**src/rtl/phase_picker_4x.sv**
```systemverilog
// phase_picker_4x: digital phase picker for the 4x-oversampled CDR path.
// Consumes one 4-sample nibble per bit period, locates data edges, steers
// the sampling phase through a filtered up/down counter and emits 0, 1 or 2
// recovered bits per nibble to absorb sender/receiver frequency offset.
// Optional feature: define PHASE_PICKER_4X_LOCK_EN to add the lock counter
// and the out_locked port.
module phase_picker_4x #(
    parameter int PHASE_THRESH = 4,
    parameter int LOCK_NIBBLES = 16
) (
    input  logic       clk,
    input  logic       rst_n,
    input  logic       in_valid,
    input  logic [3:0] in_data,
    output logic       out_valid,
    output logic [1:0] out_count,
    output logic [1:0] out_data
`ifdef PHASE_PICKER_4X_LOCK_EN
    ,
    output logic       out_locked
`endif
);

    localparam int ACC_W = $clog2(PHASE_THRESH) + 2;
    localparam logic signed [ACC_W-1:0] ACC_MAX = ACC_W'(PHASE_THRESH);
    localparam logic signed [ACC_W-1:0] ACC_MIN = -ACC_MAX;
    localparam logic signed [ACC_W-1:0] ACC_ONE = ACC_W'(1);

    logic [1:0]              sel_q, sel_d;
    logic signed [ACC_W-1:0] acc_q, acc_d, acc_upd;
    logic                    skip_q, skip_d;
    logic                    first_q, first_d;
    logic                    prev_q, prev_d;
    logic                    out_valid_q;
    logic [1:0]              out_count_q, out_count_d;
    logic [1:0]              out_data_q, out_data_d;

    logic [3:0] edge_v;
    logic [2:0] edge_cnt;
    logic [1:0] edge_pos;
    logic [1:0] exp_pos;
    logic [1:0] edge_dist;
    logic       late_step;
    logic       early_step;

    // Edge vector, edge count and position of a lone edge relative to the expected one
    always_comb begin
        edge_v[0]   = first_q ? 1'b0 : (in_data[0] ^ prev_q);
        edge_v[3:1] = in_data[3:1] ^ in_data[2:0];
        edge_cnt    = 3'(edge_v[0]) + 3'(edge_v[1]) + 3'(edge_v[2]) + 3'(edge_v[3]);
        edge_pos    = 2'd0;
        for (int unsigned k = 0; k < 4; k++) begin
            if (edge_v[k]) begin
                edge_pos = 2'(k);
            end
        end
        exp_pos   = sel_q + 2'd2;
        edge_dist = edge_pos - exp_pos;
    end

    // Loop filter: single late/early edges nudge acc; reaching the threshold requests a step
    always_comb begin
        acc_upd = acc_q;
        if (edge_cnt == 3'd1) begin
            if (edge_dist == 2'd1) begin
                acc_upd = acc_q + ACC_ONE;
            end else if (edge_dist == 2'd3) begin
                acc_upd = acc_q - ACC_ONE;
            end
        end
        late_step  = (acc_upd == ACC_MAX);
        early_step = (acc_upd == ACC_MIN);
    end

    // Next-state and bit-output selection for each accepted nibble
    always_comb begin
        sel_d       = sel_q;
        acc_d       = acc_q;
        skip_d      = skip_q;
        first_d     = first_q;
        prev_d      = prev_q;
        out_count_d = out_count_q;
        out_data_d  = out_data_q;
        if (in_valid) begin
            first_d = 1'b0;
            prev_d  = in_data[3];
            acc_d   = (late_step || early_step) ? '0 : acc_upd;
            if (late_step) begin
                sel_d = sel_q + 2'd1;
            end else if (early_step) begin
                sel_d = sel_q - 2'd1;
            end
            skip_d = 1'b0;
            // The skip nibble still runs the filter; a fresh 3->0 wrap re-arms skip
            if (skip_q) begin
                out_count_d = 2'd0;
                out_data_d  = '0;
                skip_d      = late_step && (sel_q == 2'd3);
            end else if (early_step && (sel_q == 2'd0)) begin
                out_count_d = 2'd2;
                out_data_d  = {in_data[3], in_data[0]};
            end else if (late_step && (sel_q == 2'd3)) begin
                out_count_d = 2'd1;
                out_data_d  = {1'b0, in_data[3]};
                skip_d      = 1'b1;
            end else begin
                out_count_d = 2'd1;
                out_data_d  = {1'b0, in_data[sel_q]};
            end
        end
    end

    // Core state and registered outputs
    always_ff @(posedge clk or negedge rst_n) begin
        if (!rst_n) begin
            sel_q       <= 2'd2;
            acc_q       <= '0;
            skip_q      <= 1'b0;
            first_q     <= 1'b1;
            prev_q      <= 1'b0;
            out_valid_q <= 1'b0;
            out_count_q <= '0;
            out_data_q  <= '0;
        end else begin
            sel_q       <= sel_d;
            acc_q       <= acc_d;
            skip_q      <= skip_d;
            first_q     <= first_d;
            prev_q      <= prev_d;
            out_valid_q <= in_valid;
            out_count_q <= out_count_d;
            out_data_q  <= out_data_d;
        end
    end

    assign out_valid = out_valid_q;
    assign out_count = out_count_q;
    assign out_data  = out_data_q;

`ifdef PHASE_PICKER_4X_LOCK_EN
    localparam int LOCK_W = $clog2(LOCK_NIBBLES + 1);
    localparam logic [LOCK_W-1:0] LOCK_MAX = LOCK_W'(LOCK_NIBBLES);

    logic [LOCK_W-1:0] lock_q, lock_d;
    logic              locked_q, locked_d;

    // Lock counter: clean nibbles count up to saturation, steps or multi-edge nibbles clear it
    always_comb begin
        lock_d   = lock_q;
        locked_d = locked_q;
        if (in_valid) begin
            if (late_step || early_step || (edge_cnt > 3'd1)) begin
                lock_d = '0;
            end else if (lock_q != LOCK_MAX) begin
                lock_d = lock_q + LOCK_W'(1);
            end
            locked_d = (lock_d == LOCK_MAX);
        end
    end

    // Lock state registers
    always_ff @(posedge clk or negedge rst_n) begin
        if (!rst_n) begin
            lock_q   <= '0;
            locked_q <= 1'b0;
        end else begin
            lock_q   <= lock_d;
            locked_q <= locked_d;
        end
    end

    assign out_locked = locked_q;
`endif

endmodule

```
**config.mk**
```make
export PLATFORM = sky130hd
export DESIGN_NAME = phase_picker_4x
export DESIGN_NICKNAME = d
export VERILOG_FILES = /design/src/rtl/phase_picker_4x.sv
export SDC_FILE = /design/constraint.sdc
export NUM_CORES = 1
export LEC_CHECK = 0
export ABC_AREA = 1
export BUFFER_PORTS_ARGS = -buffer_cell sky130_fd_sc_hd__buf_2
export CAP_MARGIN = 40
export CORE_UTILIZATION = 45
export CTS_BUF_LIST = sky130_fd_sc_hd__clkbuf_2
export DETAILED_ROUTE_END_ITERATION = 16
export GPL_ROUTABILITY_DRIVEN = 0
export PLACE_DENSITY = 0.64
export SETUP_SLACK_MARGIN = 0.1
export SYNTH_ARGS = -nofsm -noshare
export SYNTH_HDL_FRONTEND = slang
export SYNTH_SLANG_ARGS = --single-unit
```
**constraint.sdc**
```tcl
create_clock -name clk -period 3.1 [get_ports clk]
set_clock_uncertainty 0.1 [all_clocks]
set_input_delay 0.62 -clock clk [delete_from_list [all_inputs] [get_ports clk]]
set_output_delay 0.62 -clock clk [all_outputs]
set_load 0.01 [all_outputs]
```
==> Word level (Yosys, flattened, before mapping) <==
Cells that the tools add are included.
{ "word_totals": {"out_inout_bits": 5, "regBits": 14} }
{ "op_classes": {"addsub": 9, "n_mux": 20, "reduce_logical": 6, "n_lt_le_gt_ge": 1, "n_bitwise": 2, "n_eq_ne": 6} }
{ "ops": {"columns": ["cell", "count"], "rows": [
  ["2-bit two-way mux", 8],
  ["4-bit two-way mux", 4],
  ["1-bit two-way mux", 7],
  ["4-bit by 2-bit adder with 4-bit output (second input constant)", 1],
  ["2-bit equality test (second input constant)", 2],
  ["4-bit by 3-bit equality test with 1-bit output (second input constant)", 1],
  ["4-bit equality test (second input constant)", 1],
  ["4-bit by 2-bit subtractor with 4-bit output (second input constant)", 1],
  ["2-bit by 1-bit adder with 3-bit output", 1],
  ["3-bit by 1-bit adder with 3-bit output", 1],
  ["3-bit by 1-bit equality test with 1-bit output (second input constant)", 1],
  ["2-bit by 3-bit less-than comparator with 1-bit output (second input constant)", 1],
  ["3-bit XOR", 1],
  ["1-bit by 1-bit adder with 2-bit output", 1],
  ["2-bit by 1-bit adder with 2-bit output (second input constant)", 1],
  ["2-bit adder (second input constant)", 1],
  ["1-bit binary-select mux with 2-bit select", 1],
  ["2-bit by 1-bit equality test with 1-bit output (second input constant)", 1],
  ["1-bit logical AND", 2],
  ["2-bit logical NOT", 1],
  ["2-bit AND reduction", 1],
  ["2-bit nonzero test", 1],
  ["2-bit by 1-bit subtractor with 2-bit output (second input constant)", 1],
  ["2-bit subtractor", 1],
  ["2 further kinds", 2]
]} }

==> Depth between registers and ports, before layout <==
{ "logic_depth": {"depth_word": 14, "ltp_mapped": 20, "depth_no_buf": 20} }

==> Worst setup path after synthesis <==
No wires, ideal clock.
{ "synth_path": {"path_type": "input port to flip-flop", "startpoint": "input in_data[3]", "endpoint": "register skip_q", "path_slack_ns": 0.012, "path_stages": 15, "t_arrival_ns": 2.866, "path_cell_list": "inv_1 nand2_1 nand2_2 inv_1 fa_1 ha_1 ha_1 nor3b_2 nand2_1 xor2_1 nor2_8 nand2_1 nor2_1 nand3_1 o21ai_1"} }
{ "synth_via": {"elab_chain_cells": 12, "elab_cells_between_ends": 17} }
{ "synth_lines": {"columns": ["item", "line", "text"], "rows": [
  ["from (decl)", "14", "input logic [3:0] in_data,"],
  ["3-bit XOR (*)", "49", "edge_v[3:1] = in_data[3:1] ^ in_data[2:0];"],
  ["2-bit two-way mux", "53", "if (edge_v[k]) begin"],
  ["2-bit subtractor", "58", "edge_dist = edge_pos - exp_pos;"],
  ["2-bit equality test", "67", "end else if (edge_dist == 2'd3) begin"],
  ["4-bit two-way mux", "67", null],
  ["4-bit two-way mux", "65", "if (edge_dist == 2'd1) begin"],
  ["4-bit two-way mux (*)", "64", "if (edge_cnt == 3'd1) begin"],
  ["4-bit equality test", "71", "late_step = (acc_upd == ACC_MAX);"],
  ["1-bit logical AND", "98, 102", null],
  ["1-bit two-way mux", "102", "end else if (late_step && (sel_q == 2'd3)) begin"],
  ["1-bit two-way mux", "99", "end else if (early_step && (sel_q == 2'd0)) begin"],
  ["1-bit two-way mux (*)", "95", "if (skip_q) begin"],
  ["to (signal assigned)", "127", "skip_q <= skip_d;"],
  ["to (decl)", "31", "logic skip_q, skip_d;"]
]} }
Mark *: on every way between the ends. The rest lies on a longest branch, timed or not.
A chain may end at the register's enable or synchronous reset.

==> Final worst setup path <==
{ "layout_path": {"startpoint": "input in_data[2]", "endpoint": "register skip_q"} }
{ "layout_via": {"elab_chain_cells": 13, "elab_cells_between_ends": 19} }
{ "layout_lines": {"columns": ["item", "line"], "rows": [
  ["3-bit XOR (*)", "49"],
  ["2-bit two-way mux (2 in a row)", "53"],
  ["2-bit subtractor", "58"],
  ["2-bit equality test", "67"],
  ["4-bit two-way mux", "67"],
  ["4-bit two-way mux", "65"],
  ["4-bit two-way mux (*)", "64"],
  ["4-bit equality test", "71"],
  ["1-bit logical AND", "98, 102"],
  ["1-bit two-way mux", "102"],
  ["1-bit two-way mux", "99"],
  ["1-bit two-way mux (*)", "95"]
]} }
Marked as above.

==> results.md <==
* 12 — number of top-level design ports
* buf_2, inv_2, nand2_1, nand2_2, inv_2, fa_1, ha_2, ha_4, nor3b_4, nand2_4, a21oi_4, nand2_1, nand2_2, nand2_4, nand2_2, nor2_2, nand3_1, o21ai_1 — ordered list of cells on the worst path
* 0 — post-route antenna net violation count
* clkbuf_2 — buffer type at the clock tree root
* 881 — Via Count
* simple AND/OR/NAND/NOR gates — cell family with the largest share of critical-path delay
* 0.0870 ns — minimum hold slack
* 0.54 ns — biggest cell delay along the critical path
* 2.90 ns — Final min period
* 0 — Syn. warnings
* 34.0% — register area share after synthesis
* 215 — Layout fillers
* 11.2 um — average wire per standard cell
* 18 — total stage count of the critical path
* 0 — Final Max Slew Viols
* 11 — number of I/O port buffers
* 2190 um^2 — Core Region
* 0.625 nW — leakage power
* 18.9% — Total Routing Usage GR
* 7.87 um^2 — average size of a mapped cell
* 79.6% — worst slew margin relative to its limit
* 0.306 ns — slew at the pin closest to its max-slew limit
* 0.201 ns — worst setup margin
* 5 — peak fanout along the critical path
* 47.4% — initial core utilization
* 2.97 ns — worst endpoint data arrival time
* 4 — number of iterations in the first detailed-routing pass
* in -> async — Hold Path Class
* 881 — number of global-route vias before repair
* flip-flop — CP Capture Type
* 16 — number of cell instances on the worst register-to-register path
* 0 — number of design rule violations left after detail routing
* 3.17 ns — required time at the endpoint of the critical path
* 0.345 GHz — Achievable Freq
* 50.0 um — Die Y
* 730 nW/um^2 — power density normalized to cell area
* 8 — initial DRC count
* 400 uV — IR Drop Worst-Case VDD
* in -> reg — critical setup path kind
* 0 — hold violation count in the final report
* 39.1% — layout cell share with drive strength beyond 1
* no — RSZ-0062 raised after global routing
* built — TritonCTS clock tree
* 0.29 ns — insertion delay to the later sink of the worst-skew pair
* first_q$_DFFE_PN1P_ — Reg2Reg Launch Point
* 1550 um — dpl hpwl
* 3 — Buf/Inv on CP
* 145 — nets in the synthesized netlist
* 0.15 ns — clock slew at the register clock pins of the worst setup and hold paths
* input pin — startpoint type of the worst setup path
* -0.251 ns — worst slack after detailed placement
* 17 — number of rows created at floorplan
* 0 — number of inserted diodes
* 0 — setup violation total in the final timing report
* 132 — Syn Inst Count
* fa_1 — critical path's slowest cell
* completed — run status
* 14 — FF+latch count, synth
* 2000 um — final wirelength
* 2500 um^2 — die footprint
* 20.5% — area grow syn2layout
* 50.0 um — overall die width
* 19 — largest net degree at the start of global routing
* 0 — number of antenna violations at the first check in global routing
* 4.92 — Avg Vias per Cell
* 3 — cts bufs inserted
* 25 — synth unique cells
* 0 — max capacitance violation total
* 2 — deepest clock path buffer count
* 1 — Max H-tree Level
* 3670 um — global-route wire length before repair
* 14 — clk sink count
* 1040 um^2 — Cell Area, Synth
* 165 — number of nets in the finished design
* 93.5% — crit share post-route
* 0 — overall overflow remaining after global route
* nand2_2 — cell mode on critical path
* in_data[2] — first element of the critical path
area by class of cell:
type                       instances  area, um^2  share of cell area, %
multi-input combinational         91         649                   51.9
sequential                        14         353                   28.2
timing repair buffer              17         100                   8.00
inverter                          25        93.8                   7.50
tap                               28        35.0                   2.80
clock buffer                       4        20.0                   1.60
final timing paths:
kind / to / slack, ns
worst min register to register: out_data[0]$_DFFE_PN0P_ / 0.37
min in group clk: out_data[0]$_DFFE_PN0P_ / 0.37
worst max register to register: skip_q$_DFFE_PN0P_ / 0.26
max in group asynchronous: sel_q[1]$_DFFE_PN1P_ / 2.50
worst min-delay path: out_count[0]$_DFFE_PN0P_ / 0.09
worst max-delay path: skip_q$_DFFE_PN0P_ / 0.20
flip-flops by register name (all words and copies together), names as in the netlist:
signal,cells
sel_q,2
first_q,1
out_data,2
prev_q,1
skip_q,1
out_count,2
out_valid,1
acc_q,4
metal layers:
| layer | vias to the layer above | track usage, % | wire (um) |
|---|---|---|---|
| met4 | 0 | 7.14 | 23 |
| met2 | 16 | 34.2 | 1040 |
| met3 | 5 | 1.85 | 43 |
| met5 | - | 0 | 0 |
| li1 | 458 | - | - |
| met1 | 402 | 22.6 | 888 |
placed cells by master, fill, tap and decap left out, types with 2 or more instances in the layout:
cell,Yosys,layout
nand2_1,29,25
inv_1,22,18
dfrtp_1,12,12
buf_2,1,11
nand2_2,6,8
nand3_1,8,8
inv_2,3,7
o21ai_0,8,7
buf_4,1,6
nand2_4,3,5
nand3_2,5,5
nand4_1,5,5
nor2_1,5,4
clkbuf_2,0,4
a21oi_1,4,3
nor2_2,2,3
ha_1,5,3
xor2_1,3,2
nand3b_1,2,2
dfstp_2,2,2
worst register-to-register path: stages (launching register included):
cell	delay [ns]
dfstp_2	0.53
inv_1	0.05
o21ai_2	0.06
a21oi_2	0.05
fa_1	0.49
ha_2	0.19
ha_4	0.20
nor3b_4	0.26
nand2_4	0.14
a21oi_4	0.16
nand2_1	0.09
nand2_2	0.09
nand2_4	0.08
nand2_2	0.08
nor2_2	0.04
nand3_1	0.07
o21ai_1	0.07
logic make-up after synthesis:
group           Yosys count  synth area share (%)
compound gates           15                  8.68
xor+xnor                  3                  2.53
fa+ha+maj                 6                  7.95
buf+inv                  27                  10.2
flops                    14                  34.0
simple gates             67                  36.6
synth_stat cells (all sizes together):
library cell | count | area [um^2]
ha | 5 | 62.6
dfrtp | 12 | 300
xor2 | 3 | 26.3
fa | 1 | 20.0
buf | 2 | 12.5
inv | 25 | 93.8
dfstp | 2 | 52.6
o21ai | 9 | 45.0
o41ai | 1 | 8.76
nor3b | 1 | 12.5
nand2 | 38 | 180
nor2 | 8 | 51.3
nand3 | 13 | 90.1
nand4 | 5 | 31.3
a21oi | 5 | 36.3
nand3b | 2 | 15.0
where the power goes:
| group | leakage, nW | switching, mW | total [mW] | internal (mW) |
|---|---|---|---|---|
| combinational | 0.435 | 0.339 | 0.548 | 0.208 |
| sequential | 0.173 | 0.0399 | 0.269 | 0.230 |
| clock | 0.0166 | 0.0615 | 0.0957 | 0.0342 |
per-stage QoR:
step	std cells	util [%]	instance area, um^2	TNS (ns)	power [mW]
after CTS	179	54.5	1190	0	0.863
after floorplan	132	-	1050	0	0.670
after detailed placement	175	53.5	1170	-1.70	0.769
after global routing	179	57.1	1250	0	0.995
after global placement	175	53.5	1170	-1.17	0.754
final	179	57.1	1250	0	0.913
repair_timing:
item / CTS / global route
hold buffers: 0 / 0
setup buffers: 0 / 0
gates resized for setup: 2 / 15
pin swaps: 3 / 9
setup endpoints to repair: 5 / 8
(Power assumes the default switching activity.)
